### config.mk
export PLATFORM = sky130hd
export DESIGN_NAME = jesd204b_rx_cgs_ctrl_ml
export DESIGN_NICKNAME = d
export VERILOG_FILES = /design/src/rtl/jesd204b_rx_cgs_ctrl_ml.sv
export SDC_FILE = /design/constraint.sdc
export NUM_CORES = 1
export LEC_CHECK = 0
export CORE_MARGIN = 2
export CORE_UTILIZATION = 41
export DETAILED_ROUTE_END_ITERATION = 8
export PLACE_DENSITY = 0.8
export RECOVER_POWER = 100
export SLEW_MARGIN = 30
export SYNTH_ARGS = -nofsm -noshare
export SYNTH_HDL_FRONTEND = slang
export SYNTH_SLANG_ARGS = --single-unit
### constraint.sdc
create_clock -name i_usrclk -period 2.1 [get_ports i_usrclk]
set_input_delay 0.315 -clock i_usrclk [delete_from_list [all_inputs] [get_ports i_usrclk]]
set_output_delay 0.315 -clock i_usrclk [all_outputs]
set_load 0.05 [all_outputs]
### src/rtl/jesd204b_rx_cgs_ctrl_ml.sv
// rtl/jesd204b_rx_cgs_ctrl_ml.sv - multi-lane JESD204B RX comma alignment, CGS lock, LMFC and nsync control
// Each lane slides until commas line up and locks after CGS_K_MIN good commas; the link releases nsync on an LMFC edge.
module jesd204b_rx_cgs_ctrl_ml #(
  parameter int NUM_LANES      = 4,
  parameter int USERDATA_WIDTH = 32,
  parameter int K_FRAMES       = 32,
  parameter int F_OCTETS       = 1,
  parameter int FMLC_CNT_WIDTH = 8,
  parameter int SLIDE_GAP      = 32,
  parameter int CGS_K_MIN      = 4,
  parameter int LOSS_ERR       = 3
) (
  input  logic                                  i_usrclk,
  input  logic                                  i_rst_n,
  input  logic                                  i_link_en,
  input  logic                                  i_sysref,
  input  logic [NUM_LANES*USERDATA_WIDTH-1:0]   i_rx_data,
  input  logic [NUM_LANES*USERDATA_WIDTH/8-1:0] i_rx_charisk,
  input  logic [NUM_LANES*USERDATA_WIDTH/8-1:0] i_rx_err,
  output logic [NUM_LANES-1:0]                  o_rxslide,
  output logic [NUM_LANES-1:0]                  o_lane_locked,
  output logic                                  o_nsync,
  output logic [FMLC_CNT_WIDTH-1:0]             o_lmfc_cnt,
  output logic                                  o_lmfc_edge,
  output logic                                  o_sysref_seen,
  output logic [NUM_LANES*USERDATA_WIDTH-1:0]   o_data,
  output logic                                  o_data_valid
);
  localparam int OCTETS      = USERDATA_WIDTH / 8;
  localparam int LMFC_PERIOD = K_FRAMES * F_OCTETS / 4;
  localparam int CW          = $clog2(SLIDE_GAP + CGS_K_MIN + LOSS_ERR + 1);
  localparam logic [CW-1:0] GAP_LAST  = CW'(SLIDE_GAP - 1);
  localparam logic [CW-1:0] KMIN_LAST = CW'(CGS_K_MIN - 1);
  localparam logic [CW-1:0] ERR_LAST  = CW'(LOSS_ERR - 1);
  localparam logic [CW-1:0] CNT_ONE   = CW'(1);
  localparam logic [FMLC_CNT_WIDTH-1:0] LMFC_LAST = FMLC_CNT_WIDTH'(LMFC_PERIOD - 1);
  localparam logic [FMLC_CNT_WIDTH-1:0] LMFC_ONE  = FMLC_CNT_WIDTH'(1);
  localparam logic [USERDATA_WIDTH-1:0] COMMA_WORD = {OCTETS{8'hBC}};

  typedef enum logic [1:0] {L_HUNT, L_SLIDE_WAIT, L_CHECK, L_LOCKED} lane_st_e;
  typedef enum logic [1:0] {K_SYNC, K_WAIT_LMFC, K_ILAS, K_DATA} link_st_e;

  logic [NUM_LANES-1:0] is_comma;
  logic [NUM_LANES-1:0] lose;

  for (genvar n = 0; n < NUM_LANES; n++) begin : g_lane
    lane_st_e        st_q;
    logic [CW-1:0]   cnt_q;
    logic            slide_q;
    logic            locked_q;
    logic            is_err;

    assign is_comma[n] = (i_rx_charisk[n*OCTETS +: OCTETS] == {OCTETS{1'b1}}) &&
                         (i_rx_data[n*USERDATA_WIDTH +: USERDATA_WIDTH] == COMMA_WORD);
    assign is_err      = |i_rx_err[n*OCTETS +: OCTETS];
    // Lets the link fall back to SYNC on the same edge the lane loses lock.
    assign lose[n]     = (st_q == L_LOCKED) && is_err && (cnt_q == ERR_LAST);
    assign o_rxslide[n]     = slide_q;
    assign o_lane_locked[n] = locked_q;

    // cnt_q is shared: slide gap in SLIDE_WAIT, comma run in CHECK, error run in LOCKED.
    always_ff @(posedge i_usrclk or negedge i_rst_n) begin
      if (!i_rst_n) begin
        st_q     <= L_HUNT;
        cnt_q    <= '0;
        slide_q  <= 1'b0;
        locked_q <= 1'b0;
      end else begin
        slide_q <= 1'b0;
        if (!i_link_en) begin
          st_q     <= L_HUNT;
          cnt_q    <= '0;
          locked_q <= 1'b0;
        end else begin
          case (st_q)
            L_HUNT: begin
              if (is_comma[n]) begin
                st_q  <= L_CHECK;
                cnt_q <= CNT_ONE;
              end else begin
                st_q    <= L_SLIDE_WAIT;
                cnt_q   <= '0;
                slide_q <= 1'b1;
              end
            end
            L_SLIDE_WAIT: begin
              if (cnt_q == GAP_LAST) begin
                st_q  <= L_HUNT;
                cnt_q <= '0;
              end else begin
                cnt_q <= cnt_q + CNT_ONE;
              end
            end
            L_CHECK: begin
              if (!is_comma[n]) begin
                st_q  <= L_HUNT;
                cnt_q <= '0;
              end else if (cnt_q == KMIN_LAST) begin
                st_q     <= L_LOCKED;
                cnt_q    <= '0;
                locked_q <= 1'b1;
              end else begin
                cnt_q <= cnt_q + CNT_ONE;
              end
            end
            L_LOCKED: begin
              if (!is_err) begin
                cnt_q <= '0;
              end else if (cnt_q == ERR_LAST) begin
                st_q     <= L_HUNT;
                cnt_q    <= '0;
                locked_q <= 1'b0;
              end else begin
                cnt_q <= cnt_q + CNT_ONE;
              end
            end
            default: st_q <= L_HUNT;
          endcase
        end
      end
    end
  end

  logic                      sysref_q;
  logic                      sysref_rise;
  logic [FMLC_CNT_WIDTH-1:0] lmfc_cnt_q;
  logic [FMLC_CNT_WIDTH-1:0] lmfc_cnt_d;
  logic                      lmfc_edge_q;
  logic                      sysref_seen_q;

  assign sysref_rise = i_sysref && !sysref_q;
  assign lmfc_cnt_d  = (sysref_rise || lmfc_cnt_q == LMFC_LAST) ? '0 : lmfc_cnt_q + LMFC_ONE;

  always_ff @(posedge i_usrclk or negedge i_rst_n) begin
    if (!i_rst_n) begin
      sysref_q      <= 1'b0;
      lmfc_cnt_q    <= '0;
      lmfc_edge_q   <= 1'b0;
      sysref_seen_q <= 1'b0;
    end else begin
      sysref_q    <= i_sysref;
      lmfc_cnt_q  <= lmfc_cnt_d;
      lmfc_edge_q <= (lmfc_cnt_d == '0);
      if (sysref_rise) sysref_seen_q <= 1'b1;
    end
  end

  link_st_e                              link_st_q;
  logic                                  nsync_q;
  logic                                  valid_q;
  logic [NUM_LANES*USERDATA_WIDTH-1:0]   data_q;
  logic                                  link_drop;

  assign link_drop = !i_link_en || !(&o_lane_locked) || (|lose);

  always_ff @(posedge i_usrclk or negedge i_rst_n) begin
    if (!i_rst_n) begin
      link_st_q <= K_SYNC;
      nsync_q   <= 1'b0;
      valid_q   <= 1'b0;
      data_q    <= '0;
    end else begin
      data_q <= i_rx_data;
      case (link_st_q)
        K_SYNC: begin
          if ((&o_lane_locked) && i_link_en && sysref_seen_q) link_st_q <= K_WAIT_LMFC;
        end
        K_WAIT_LMFC: begin
          if (link_drop) begin
            link_st_q <= K_SYNC;
          end else if (lmfc_edge_q) begin
            link_st_q <= K_ILAS;
            nsync_q   <= 1'b1;
          end
        end
        K_ILAS: begin
          if (link_drop) begin
            link_st_q <= K_SYNC;
            nsync_q   <= 1'b0;
          end else if (is_comma == '0) begin
            link_st_q <= K_DATA;
            valid_q   <= 1'b1;
          end
        end
        K_DATA: begin
          if (link_drop) begin
            link_st_q <= K_SYNC;
            nsync_q   <= 1'b0;
            valid_q   <= 1'b0;
          end
        end
        default: link_st_q <= K_SYNC;
      endcase
    end
  end

  assign o_nsync       = nsync_q;
  assign o_data_valid  = valid_q;
  assign o_data        = data_q;
  assign o_lmfc_cnt    = lmfc_cnt_q;
  assign o_lmfc_edge   = lmfc_edge_q;
  assign o_sysref_seen = sysref_seen_q;
endmodule

==> results of run 1 <==
==> metrics by stage <==
step / std cells / hold WS [ns]
6_report: 1091 / 0.349
3_5_place_dp: 1056 / 0.344
3_3_place_gp: 1056 / 0.334
2_1_floorplan: 506 / 0.0194
5_1_grt: 1091 / 0.332
4_1_cts: 1089 / 0.327
==> worst max-delay path by stage <==
stage	startpoint	endpoint	slack [ns]	depth (start not counted)
5_1_grt	i_rx_data[27]	g_lane[0].st_q[0]	0.002	8
6_report	o_lmfc_cnt[0]	o_lmfc_cnt[0]	0.08	1
2_1_floorplan	o_lmfc_cnt[0]	o_lmfc_edge	0.19	5
3_5_place_dp	i_rx_data[92]	g_lane[2].cnt_q[2]	-0.34	9
3_3_place_gp	i_rx_data[92]	g_lane[2].cnt_q[3]	-0.31	9
4_1_cts	o_lmfc_cnt[4]	o_lmfc_cnt[4]	0.02	1
==> where the power goes <==
part / switching [W] / internal [W] / total (W)
Sequential: 0.000107 / 0.00370 / 0.00381
Clock: 0.00135 / 0.00172 / 0.00307
Combinational: 0.00101 / 0.000587 / 0.00159
==> state kept, by name, indices dropped and copies added (netlist names) <==
register,cells
o_nsync,1
g_lane.locked_q,4
g_lane.cnt_q,24
g_lane.st_q,8
sysref_q,1
o_lmfc_edge,1
o_sysref_seen,1
o_data_valid,1
o_lmfc_cnt,8
o_data,128
g_lane.slide_q,4
link_st_q,2
==> what timing repair did <==
action,4_1_cts,5_1_grt
buffers inserted,0,0
endpoints found under the hold margin,62,0
endpoints found under the setup margin,0,7
hold buffers,1,0
resized for setup,0,5
==> placed cells by master, fill, tap and decap left out, types with 16 or more instances in the layout <==
master                            Yosys  layout
sky130_fd_sc_hd__nor2_1              40      41
sky130_fd_sc_hd__nand3_1             24      24
sky130_fd_sc_hd__buf_4                9      34
sky130_fd_sc_hd__clkdlybuf4s50_1      0      64
sky130_fd_sc_hd__dlygate4sd3_1        0     244
sky130_fd_sc_hd__nand2_1             23      23
sky130_fd_sc_hd__nand4b_1            16      16
sky130_fd_sc_hd__clkbuf_16            0      17
sky130_fd_sc_hd__dfrtp_1            183     183
sky130_fd_sc_hd__nor3_1              17      17
==> cell type report <==
cell class / count / area share (%)
Clock inverter: 12 / 1.10
Sequential cell: 183 / 42.2
Timing Repair Buffer: 352 / 31.4
Inverter: 13 / 0.450
Multi-Input combinational cell: 293 / 18.0
Clock buffer: 20 / 4.21
Tap cell: 216 / 2.49
Antenna cell: 2 / 0.0462
==> layer usage <==
metal	GRT usage [%]	up-vias	wire length, um
met1	26.9	2695	7590
li1	-	2527	-
met4	8.27	0	527
met5	0	-	0
met2	41.4	217	10400
met3	5.94	38	1070
==> cell usage after synthesis, types with 2 or more instances <==
master,number
sky130_fd_sc_hd__a211oi_1,5
sky130_fd_sc_hd__a21boi_0,2
sky130_fd_sc_hd__a21oi_1,10
sky130_fd_sc_hd__a31oi_1,8
sky130_fd_sc_hd__and2_1,6
sky130_fd_sc_hd__and2b_1,2
sky130_fd_sc_hd__and3_1,5
sky130_fd_sc_hd__and4b_1,2
sky130_fd_sc_hd__buf_4,9
sky130_fd_sc_hd__clkbuf_1,7
sky130_fd_sc_hd__dfrtp_1,183
sky130_fd_sc_hd__ha_1,9
sky130_fd_sc_hd__inv_1,13
sky130_fd_sc_hd__mux2i_1,2
sky130_fd_sc_hd__nand2_1,23
sky130_fd_sc_hd__nand2b_1,11
sky130_fd_sc_hd__nand3_1,24
sky130_fd_sc_hd__nand4_1,11
sky130_fd_sc_hd__nand4b_1,16
sky130_fd_sc_hd__nand4bb_1,5
sky130_fd_sc_hd__nor2_1,40
sky130_fd_sc_hd__nor2_2,2
sky130_fd_sc_hd__nor2b_1,4
sky130_fd_sc_hd__nor3_1,17
sky130_fd_sc_hd__nor4_1,13
sky130_fd_sc_hd__nor4_2,2
sky130_fd_sc_hd__nor4b_1,5
sky130_fd_sc_hd__o21a_1,2
sky130_fd_sc_hd__o21ai_0,9
sky130_fd_sc_hd__o21ai_1,5
sky130_fd_sc_hd__o31ai_1,2
sky130_fd_sc_hd__or3_1,2
sky130_fd_sc_hd__or4_4,2
sky130_fd_sc_hd__xnor2_1,9
sky130_fd_sc_hd__xor2_1,13
==> cells by family after synthesis <==
logic type      after synthesis
flops                       183
simple gates                204
xor+xnor                     22
mux                           2
compound gates               56
fa+ha+maj                     9
buf+inv                      30
==> flow_metrics.env, run 1 <==
export IMPL_placed_cell_area_um2=10300
export IMPL_timing_max_cap_violations=0
export IMPL_drc_errors=0
export IMPL_synthDominantCellAreaShare_pct=68.7
export IMPL_drt_first_pass_iters=4
export IMPL_critPathTopFamily="buffers and inverters"
export IMPL_holdCritStartpoint="i_rx_data[8]"
export IMPL_antenna_violating_nets_post_route=0
export IMPL_hold_viol=0
export IMPL_crit_arrival_ns=1.70
export IMPL_antenna_violations_before_repair=2
export IMPL_r2r_cells=7
export IMPL_tritoncts_num_sinks=183
export IMPL_yosys_cell_types_count=61
export IMPL_synth_area_mux_share_pct=0.300
export IMPL_total_leakage_power_nw=4.56
export IMPL_die_w_um=132
export IMPL_clock_transition_at_path_regs_ns=0.07
export IMPL_layout_area_overhead_vs_synth_pct=62.6
export IMPL_synthAdderAreaFrac_pct=1.69
export IMPL_floorplan_io_pins=312
export IMPL_fin_util_pct=68.3
export IMPL_syn_inst=506
export IMPL_grt_overflow_total=0
export IMPL_place_ws_ns=-0.338
export IMPL_track_usage_pct=23.2
export IMPL_postLayoutCellArea_um2=10800
export IMPL_timing_setup_critical_path_class="reg2out"
export IMPL_finalCritPeriodShare_pct=96.0
export IMPL_tritoncts_clock_tree="done"
export IMPL_core_area_um2=15900
export IMPL_gp_congestion=0.956
export IMPL_cpPeakStageDelay_ns=0.85
export IMPL_critical_path_slowest_cell="sky130_fd_sc_hd__clkdlybuf4s50_1"
export IMPL_cts_inserted_buffers=17
export IMPL_worst_relative_slew_slack_pct=1.61
export IMPL_setup_violations=0
export IMPL_synth_ff_latch_count=183
export IMPL_grt_pass1_vias=5874
export IMPL_slew_violations=0
export IMPL_vdd_ir_drop_max_uv=537
export IMPL_synthesis_yosys_warnings=0
export IMPL_timing_critical_path_from_type="register"
export IMPL_nNetsFinal=1033
export IMPL_yosys_area_share_simple_pct=18.4
export IMPL_routed_wl_um=19600
export IMPL_area_fraction_in_compound_gates_after_synthesis_pct=5.87
export IMPL_p_total_w=0.00847
export IMPL_post_synth_edffs=0
export IMPL_insertion_delay_ns=0.42
export IMPL_ctsHtreeMaxLevel=4
export IMPL_clock_tree_root_cell="sky130_fd_sc_hd__clkbuf_16"
export IMPL_sequential_cell_area_um2=4580
export IMPL_multi_input_comb_area_um2=1960
export IMPL_fillerInstances=1147
export IMPL_floorplan_initialDensity_pct=42.0
export IMPL_worstReg2RegStart="g_lane[3].cnt_q[1]"
export IMPL_timing_final_crit_period_ns=2.02
export IMPL_mapped_nets=679
export IMPL_synth_area_um2=6670
export IMPL_row_count=46
export IMPL_route_vias_total=5477
export IMPL_crit_fanout=6
export IMPL_combinational_family_with_the_most_area_after_synthesis="simple AND/OR/NAND/NOR gates"
export IMPL_post_synth_xor_xnor_area_pct=2.89
export IMPL_min_delay_worst_endpoint="o_data[8]"
export IMPL_place_detailed_hpwl_um=15300
export IMPL_hp_class="in2reg"
export IMPL_ys_seq_area_share_pct=68.7
export IMPL_drt_vias_per_instance=5.02
export IMPL_asyncSetResetFlopFracSynth_pct=100
export IMPL_fin_skew_ns=0.00364
export IMPL_post_drt_wl_per_cell_um=17.9
export IMPL_actual_transition_at_the_worst_max_transition_pin_ns=1.48
export IMPL_synth_top_cells_by_area="sky130_fd_sc_hd__dfrtp_1 (69%), sky130_fd_sc_hd__nor2_1 (2.3%), sky130_fd_sc_hd__nand4b_1 (2.1%)"
export IMPL_setup_slack_ns=0.0833
export IMPL_r2r_end="g_lane[3].cnt_q[2]"
export IMPL_r2r_slack_ns=0.15
export IMPL_io_buffers=311
export IMPL_die_outline_area_um2=17300
export IMPL_layout_drive_gt1_share_pct=9.51
export IMPL_fmaxAchievable_mhz=496
export IMPL_pwr_density_cell_nw_per_um2=781
export IMPL_chipHeight_um=132
export IMPL_critical_path_cell_chain="clkdlybuf4s50_1"
export IMPL_drt_first_iter_violations=218
export IMPL_run_status="complete, no violations"
export IMPL_hold_path_depth=1
export IMPL_grt_pass1_wl_um=31400
export IMPL_cell_type_contributing_the_most_total_cell_area_after_synthesis="sky130_fd_sc_hd__dfrtp_1"
export IMPL_cts_max_path_buffers=2
export IMPL_synthesis_area_per_instance_um2=13.2
export IMPL_grt_max_degree=66
export IMPL_rsz0062_at_grt="no"
export IMPL_cp_required_ns=1.78
export IMPL_end_kind="primary output"
export IMPL_yosys_most_used_dff="sky130_fd_sc_hd__dfrtp_1"
export IMPL_setup_tns_final_ns=0
export IMPL_critical_path_n_buffers_inverters=1
No activity file was read; power rests on OpenSTA's default activity.
==> run 2, diff against run 1 <==
==> constraint.sdc (replaced) <==
create_clock -name i_usrclk -period 2.1 [get_ports i_usrclk]
set_input_delay 0.315 -clock i_usrclk [delete_from_list [all_inputs] [get_ports i_usrclk]]
set_output_delay 0.315 -clock i_usrclk [all_outputs]
set_load 0.02 [all_outputs]
==> flow_metrics.env, run 2 (same netlist as run 1, synthesis figures left out) <==
export IMPL_run_status="complete, no violations"
export IMPL_multi_input_comb_area_um2=1960
export IMPL_pwr_density_cell_nw_per_um2=743
export IMPL_crit_path_start="i_rx_data[76]"
export IMPL_core_area_um2=15900
export IMPL_critical_path_slowest_cell="sky130_fd_sc_hd__dlygate4sd3_1"
export IMPL_tritoncts_num_sinks=183
export IMPL_routed_wl_um=19600
export IMPL_tritoncts_clock_tree="done"
export IMPL_chipHeight_um=132
export IMPL_fillerInstances=1142
export IMPL_grt_pass1_wl_um=31400
export IMPL_detailroute_wirelength_met3_um=1060
export IMPL_vdd_ir_drop_max_uv=536
export IMPL_finalCritPeriodShare_pct=93.9
export IMPL_drt_vias_per_instance=5.02
export IMPL_actual_transition_at_the_worst_max_transition_pin_ns=1.48
export IMPL_critical_path_cell_chain="dlygate4sd3_1 -> nand4b_1 -> nor4_2 -> buf_4 -> nand4_1 -> buf_4 -> o311ai_2 -> nand2b_1 -> nor2_1"
export IMPL_place_detailed_hpwl_um=15300
export IMPL_drt_first_iter_violations=235
export IMPL_timing_final_crit_period_ns=1.97
export IMPL_clock_tree_root_cell="sky130_fd_sc_hd__clkbuf_16"
export IMPL_largest_reg_flops=128
export IMPL_worst_relative_slew_slack_pct=1.33
export IMPL_layout_commonest_cell="sky130_fd_sc_hd__dlygate4sd3_1"
export IMPL_grt_pass1_vias=5874
export IMPL_fmaxAchievable_mhz=507
export IMPL_timing_critical_path_from_type="primary input"
export IMPL_cpPeakStageDelay_ns=0.56
export IMPL_layout_drive_gt1_share_pct=9.51
export IMPL_layout_area_overhead_vs_synth_pct=62.9
export IMPL_clock_transition_at_path_regs_ns=0.07
export IMPL_setup_tns_final_ns=0
export IMPL_post_drt_wl_per_cell_um=17.9
export IMPL_total_leakage_power_nw=4.60
export IMPL_die_outline_area_um2=17300
export IMPL_whs_ns=0.350
export IMPL_cp_required_ns=2.45
export IMPL_die_w_um=132
export IMPL_timing_max_cap_violations=0
export IMPL_layout_cells_most_common_list="sky130_fd_sc_hd__dlygate4sd3_1 (253), sky130_fd_sc_hd__dfrtp_1 (183), sky130_fd_sc_hd__clkdlybuf4s50_1 (58), sky130_fd_sc_hd__nor2_1 (41), sky130_fd_sc_hd__buf_4 (34)"
export IMPL_cts_inserted_buffers=17
export IMPL_critPathCapture="g_lane[2].cnt_q[2]"
export IMPL_grt_overflow_total=0
export IMPL_row_count=46
export IMPL_rsz0062_at_grt="no"
export IMPL_detail_route_wirelength_met1_um=7590
export IMPL_r2r_slack_ns=0.15
export IMPL_io_buffers=311
export IMPL_cts_max_path_buffers=2
export IMPL_holdCritStartpoint="i_rx_data[8]"
export IMPL_floorplan_io_pins=312
export IMPL_hp_class="in2reg"
export IMPL_drc_errors=0
export IMPL_timing_setup_critical_path_class="in2reg"
export IMPL_nNetsFinal=1033
export IMPL_worstReg2RegStart="g_lane[3].cnt_q[1]"
export IMPL_route_vias_total=5477
export IMPL_track_usage_pct=23.2
export IMPL_fin_skew_ns=0.00507
export IMPL_sequential_cell_area_um2=4580
export IMPL_highest_signal_layer="met4"
export IMPL_r2r_cells=7
export IMPL_dr_wl_met2_um=10400
export IMPL_drt_first_pass_iters=4
export IMPL_slew_violations=0
export IMPL_insertion_delay_ns=0.42
export IMPL_ctsHtreeMaxLevel=4
export IMPL_antenna_violations_before_repair=2
export IMPL_grt_max_degree=66
export IMPL_setup_violations=0
export IMPL_end_kind="register"
export IMPL_r2r_end="g_lane[3].cnt_q[2]"
export IMPL_crit_arrival_ns=2.32
export IMPL_hold_viol=0
export IMPL_floorplan_initialDensity_pct=42.0
export IMPL_antenna_violating_nets_post_route=0
export IMPL_cpMostUsedCell="sky130_fd_sc_hd__buf_4"
export IMPL_gp_congestion=0.956
export IMPL_crit_fanout=4
export IMPL_post_cts_setup_buffers=0
## run 2: what timing repair did
action,in CTS,in global routing
endpoints found under the hold margin,62,0
endpoints found under the setup margin,0,4
hold buffers,1,0
resized for setup,0,2
## run 2: metal layers
metal	up-vias	GRT usage (%)
li1	2525	-
met2	219	41.4
met4	0	8.27
met5	-	0
met1	2699	26.9
met3	34	5.94
## run 2: final cells by class
type	count	share of cell area [%]
sequential	183	42.2
timing repair buffer	352	31.6
multi-input combinational	293	18.0
clock buffer	20	4.20
tap	216	2.49
clock inverter	12	1.09
inverter	13	0.449
antenna	2	0.0461
## run 2: worst min path at each step
| stage | end | slack [ns] | depth (start not counted) |
|---|---|---|---|
| after floorplan | g_lane[0].cnt_q[0] | 0.02 | 0 |
| after global placement | o_data[92] | 0.33 | 1 |
| after detailed placement | o_data[92] | 0.34 | 1 |
| after CTS | o_data[8] | 0.33 | 1 |
| after global routing | o_data[8] | 0.33 | 1 |
| final | o_data[8] | 0.35 | 1 |
## run 2: where the power goes
part / internal [W] / switching, W / total [W]
registers: 0.00370 / 0.000106 / 0.00381
logic: 0.000589 / 0.000604 / 0.00119
clock network: 0.00172 / 0.00135 / 0.00307
## run 2: critical path, delay by kind of cell
kind | cells | cell delay, ns
AOI/OAI and AO/OA | 1 | 0.31
buffers and inverters | 3 | 0.89
and+or+nand+nor | 5 | 0.77
## run 2: metrics by stage
stage	power (W)	utilization, %	worst slack [ns]	instance area (um^2)	std cells
final	0.00807	68.4	0.127	10900	1091
after global routing	0.00840	68.4	0.00199	10900	1091
after CTS	0.00827	68.4	0.0844	10900	1089
after detailed placement	0.00518	64.7	-0.338	10300	1056
after global placement	0.00514	64.7	-0.315	10300	1056
after floorplan	0.00431	-	0.250	6670	506
==> run 3, diff against run 2 <==
--- a/config.mk
+++ b/config.mk
@@ -6,9 +6,10 @@
 export NUM_CORES = 1
 export LEC_CHECK = 0
 export CORE_MARGIN = 2
-export CORE_UTILIZATION = 41
+export CORE_UTILIZATION = 42
+export CTS_BUF_LIST = sky130_fd_sc_hd__clkbuf_8
 export DETAILED_ROUTE_END_ITERATION = 8
-export PLACE_DENSITY = 0.8
+export PLACE_DENSITY = 0.82
 export RECOVER_POWER = 100
 export SLEW_MARGIN = 30
 export SYNTH_ARGS = -nofsm -noshare
==> flow_metrics.env, run 3 (same netlist as run 1, synthesis figures left out) <==
export IMPL_timing_final_crit_period_ns=1.98
export IMPL_worst_relative_slew_slack_pct=14.8
export IMPL_drt_first_pass_iters=4
export IMPL_critical_path_slowest_cell="sky130_fd_sc_hd__dlygate4sd3_1"
export IMPL_sequential_cell_area_um2=4580
export IMPL_post_cts_setup_buffers=0
export IMPL_fin_skew_ns=0.00741
export IMPL_cts_max_path_buffers=2
export IMPL_grt_pass1_vias=5541
export IMPL_crit_arrival_ns=2.35
export IMPL_actual_transition_at_the_worst_max_transition_pin_ns=1.28
export IMPL_hold_path_depth=1
export IMPL_antenna_violating_nets_post_route=0
export IMPL_layout_commonest_cell="sky130_fd_sc_hd__dlygate4sd3_1"
export IMPL_die_w_um=130
export IMPL_cts_inserted_buffers=17
export IMPL_p_total_w=0.00723
export IMPL_finalCritPeriodShare_pct=94.4
export IMPL_io_buffers=311
export IMPL_end_kind="register"
export IMPL_worst_path_stages=7
export IMPL_core_area_um2=15700
export IMPL_crit_fanout=4
export IMPL_ctsHtreeMaxLevel=4
export IMPL_hp_class="in2reg"
export IMPL_clock_transition_at_path_regs_ns=0.09
export IMPL_run_status="complete, no violations"
export IMPL_total_leakage_power_nw=4.55
export IMPL_floorplan_initialDensity_pct=42.4
export IMPL_fmaxAchievable_mhz=505
export IMPL_r2r_slack_ns=0.19
export IMPL_grt_max_degree=49
export IMPL_gp_congestion=0.882
export IMPL_insertion_delay_ns=0.45
export IMPL_row_count=46
export IMPL_setup_violations=0
export IMPL_rsz0062_at_grt="no"
export IMPL_nNetsFinal=1039
export IMPL_cp_required_ns=2.47
export IMPL_chipHeight_um=130
export IMPL_drt_first_iter_violations=174
export IMPL_post_drt_wl_per_cell_um=16.6
export IMPL_r2r_end="link_st_q[0]"
export IMPL_tritoncts_num_sinks=183
export IMPL_place_detailed_hpwl_um=14700
export IMPL_track_usage_pct=22.4
export IMPL_clock_tree_root_cell="sky130_fd_sc_hd__clkbuf_8"
export IMPL_layout_cells_most_common_list="sky130_fd_sc_hd__dlygate4sd3_1 (269), sky130_fd_sc_hd__dfrtp_1 (183), sky130_fd_sc_hd__clkdlybuf4s50_1 (42), sky130_fd_sc_hd__nor2_1 (40), sky130_fd_sc_hd__buf_4 (36)"
export IMPL_cpMostUsedCell="sky130_fd_sc_hd__nor3_1"
export IMPL_setup_tns_final_ns=0
export IMPL_timing_critical_path_from_type="primary input"
export IMPL_layout_drive_gt1_share_pct=10.0
export IMPL_timing_setup_critical_path_class="in2reg"
export IMPL_critPathTopFamily="simple AND/OR/NAND/NOR gates"
export IMPL_drt_vias_per_instance=4.89
export IMPL_critical_path_n_buffers_inverters=2
export IMPL_worstReg2RegStart="g_lane[1].cnt_q[3]"
export IMPL_critical_path_cell_chain="dlygate4sd3_1 -> or4b_1 -> nor3_1 -> and4_1 -> clkbuf_4 -> a31oi_1 -> nor3_1"
export IMPL_largest_reg_flops=128
export IMPL_pwr_density_cell_nw_per_um2=675
export IMPL_fillerInstances=1186
export IMPL_floorplan_io_pins=312
export IMPL_drc_errors=0
export IMPL_tritoncts_clock_tree="done"
export IMPL_min_delay_worst_endpoint="o_data[108]"
export IMPL_grt_overflow_total=0
export IMPL_setup_slack_ns=0.119
export IMPL_die_outline_area_um2=16900
export IMPL_cpPeakStageDelay_ns=0.56
export IMPL_routed_wl_um=18200
export IMPL_slew_violations=0
export IMPL_vdd_ir_drop_max_uv=450
export IMPL_grt_pass1_wl_um=28500
export IMPL_layout_area_overhead_vs_synth_pct=60.6
export IMPL_timing_max_cap_violations=0
export IMPL_route_vias_total=5360
export IMPL_place_ws_ns=-0.255
export IMPL_antenna_violations_before_repair=1
export IMPL_multi_input_comb_area_um2=1950
export IMPL_hold_viol=0
export IMPL_holdCritStartpoint="i_rx_data[108]"
export IMPL_r2r_cells=8
[run 3: layer usage]
layer / GRT usage (%) / wire (um) / vias to the layer above
li1: - / - / 2534
met1: 24.4 / 6630 / 2556
met2: 40.8 / 9630 / 247
met3: 7.87 / 1650 / 23
met4: 7.40 / 299 / 0
met5: 0 / 0 / -
[run 3: report_power, final]
part           switching (W)  internal (W)  total (W)
combinational       0.000596      0.000589    0.00119
sequential          0.000102       0.00370    0.00380
clock                0.00123       0.00101    0.00224
[run 3: cell type report]
| cell class | count | area share, % |
|---|---|---|
| sequential | 183 | 42.8 |
| timing repair buffer | 358 | 32.5 |
| multi-input combinational | 293 | 18.2 |
| tap | 216 | 2.52 |
| clock buffer | 19 | 2.44 |
| clock inverter | 13 | 1.16 |
| inverter | 13 | 0.456 |
| antenna | 1 | 0.0234 |
[run 3: how the worst max path moves through the flow]
stage                            start                 end  slack (ns)
CTS                      o_lmfc_cnt[4]       o_lmfc_cnt[4]        0.13
floorplan           g_lane[3].cnt_q[0]  g_lane[3].cnt_q[2]        0.25
global placement         i_rx_data[73]  g_lane[2].cnt_q[3]       -0.17
detailed placement        i_rx_data[3]  g_lane[0].cnt_q[3]       -0.25
finish                   i_rx_data[54]  g_lane[1].locked_q        0.12
global route        g_lane[1].cnt_q[3]        link_st_q[0]       0.005
[run 3: timing repair]
action | CTS | global route
hold buffers | 1 | 0
endpoints found under the hold margin | 43 | 0
gates resized for setup | 0 | 1
setup endpoints to repair | 0 | 3
[run 3: stage by stage]
| stage | util (%) | hold WS (ns) | area (um^2) | cells |
|---|---|---|---|---|
| 2_1_floorplan | - | 0.0194 | 6670 | 506 |
| 3_3_place_gp | 65.8 | 0.291 | 10300 | 1062 |
| 3_5_place_dp | 65.8 | 0.302 | 10300 | 1062 |
| 4_1_cts | 68.3 | 0.276 | 10700 | 1095 |
| 5_1_grt | 68.2 | 0.290 | 10700 | 1096 |
| 6_report | 68.2 | 0.326 | 10700 | 1096 |
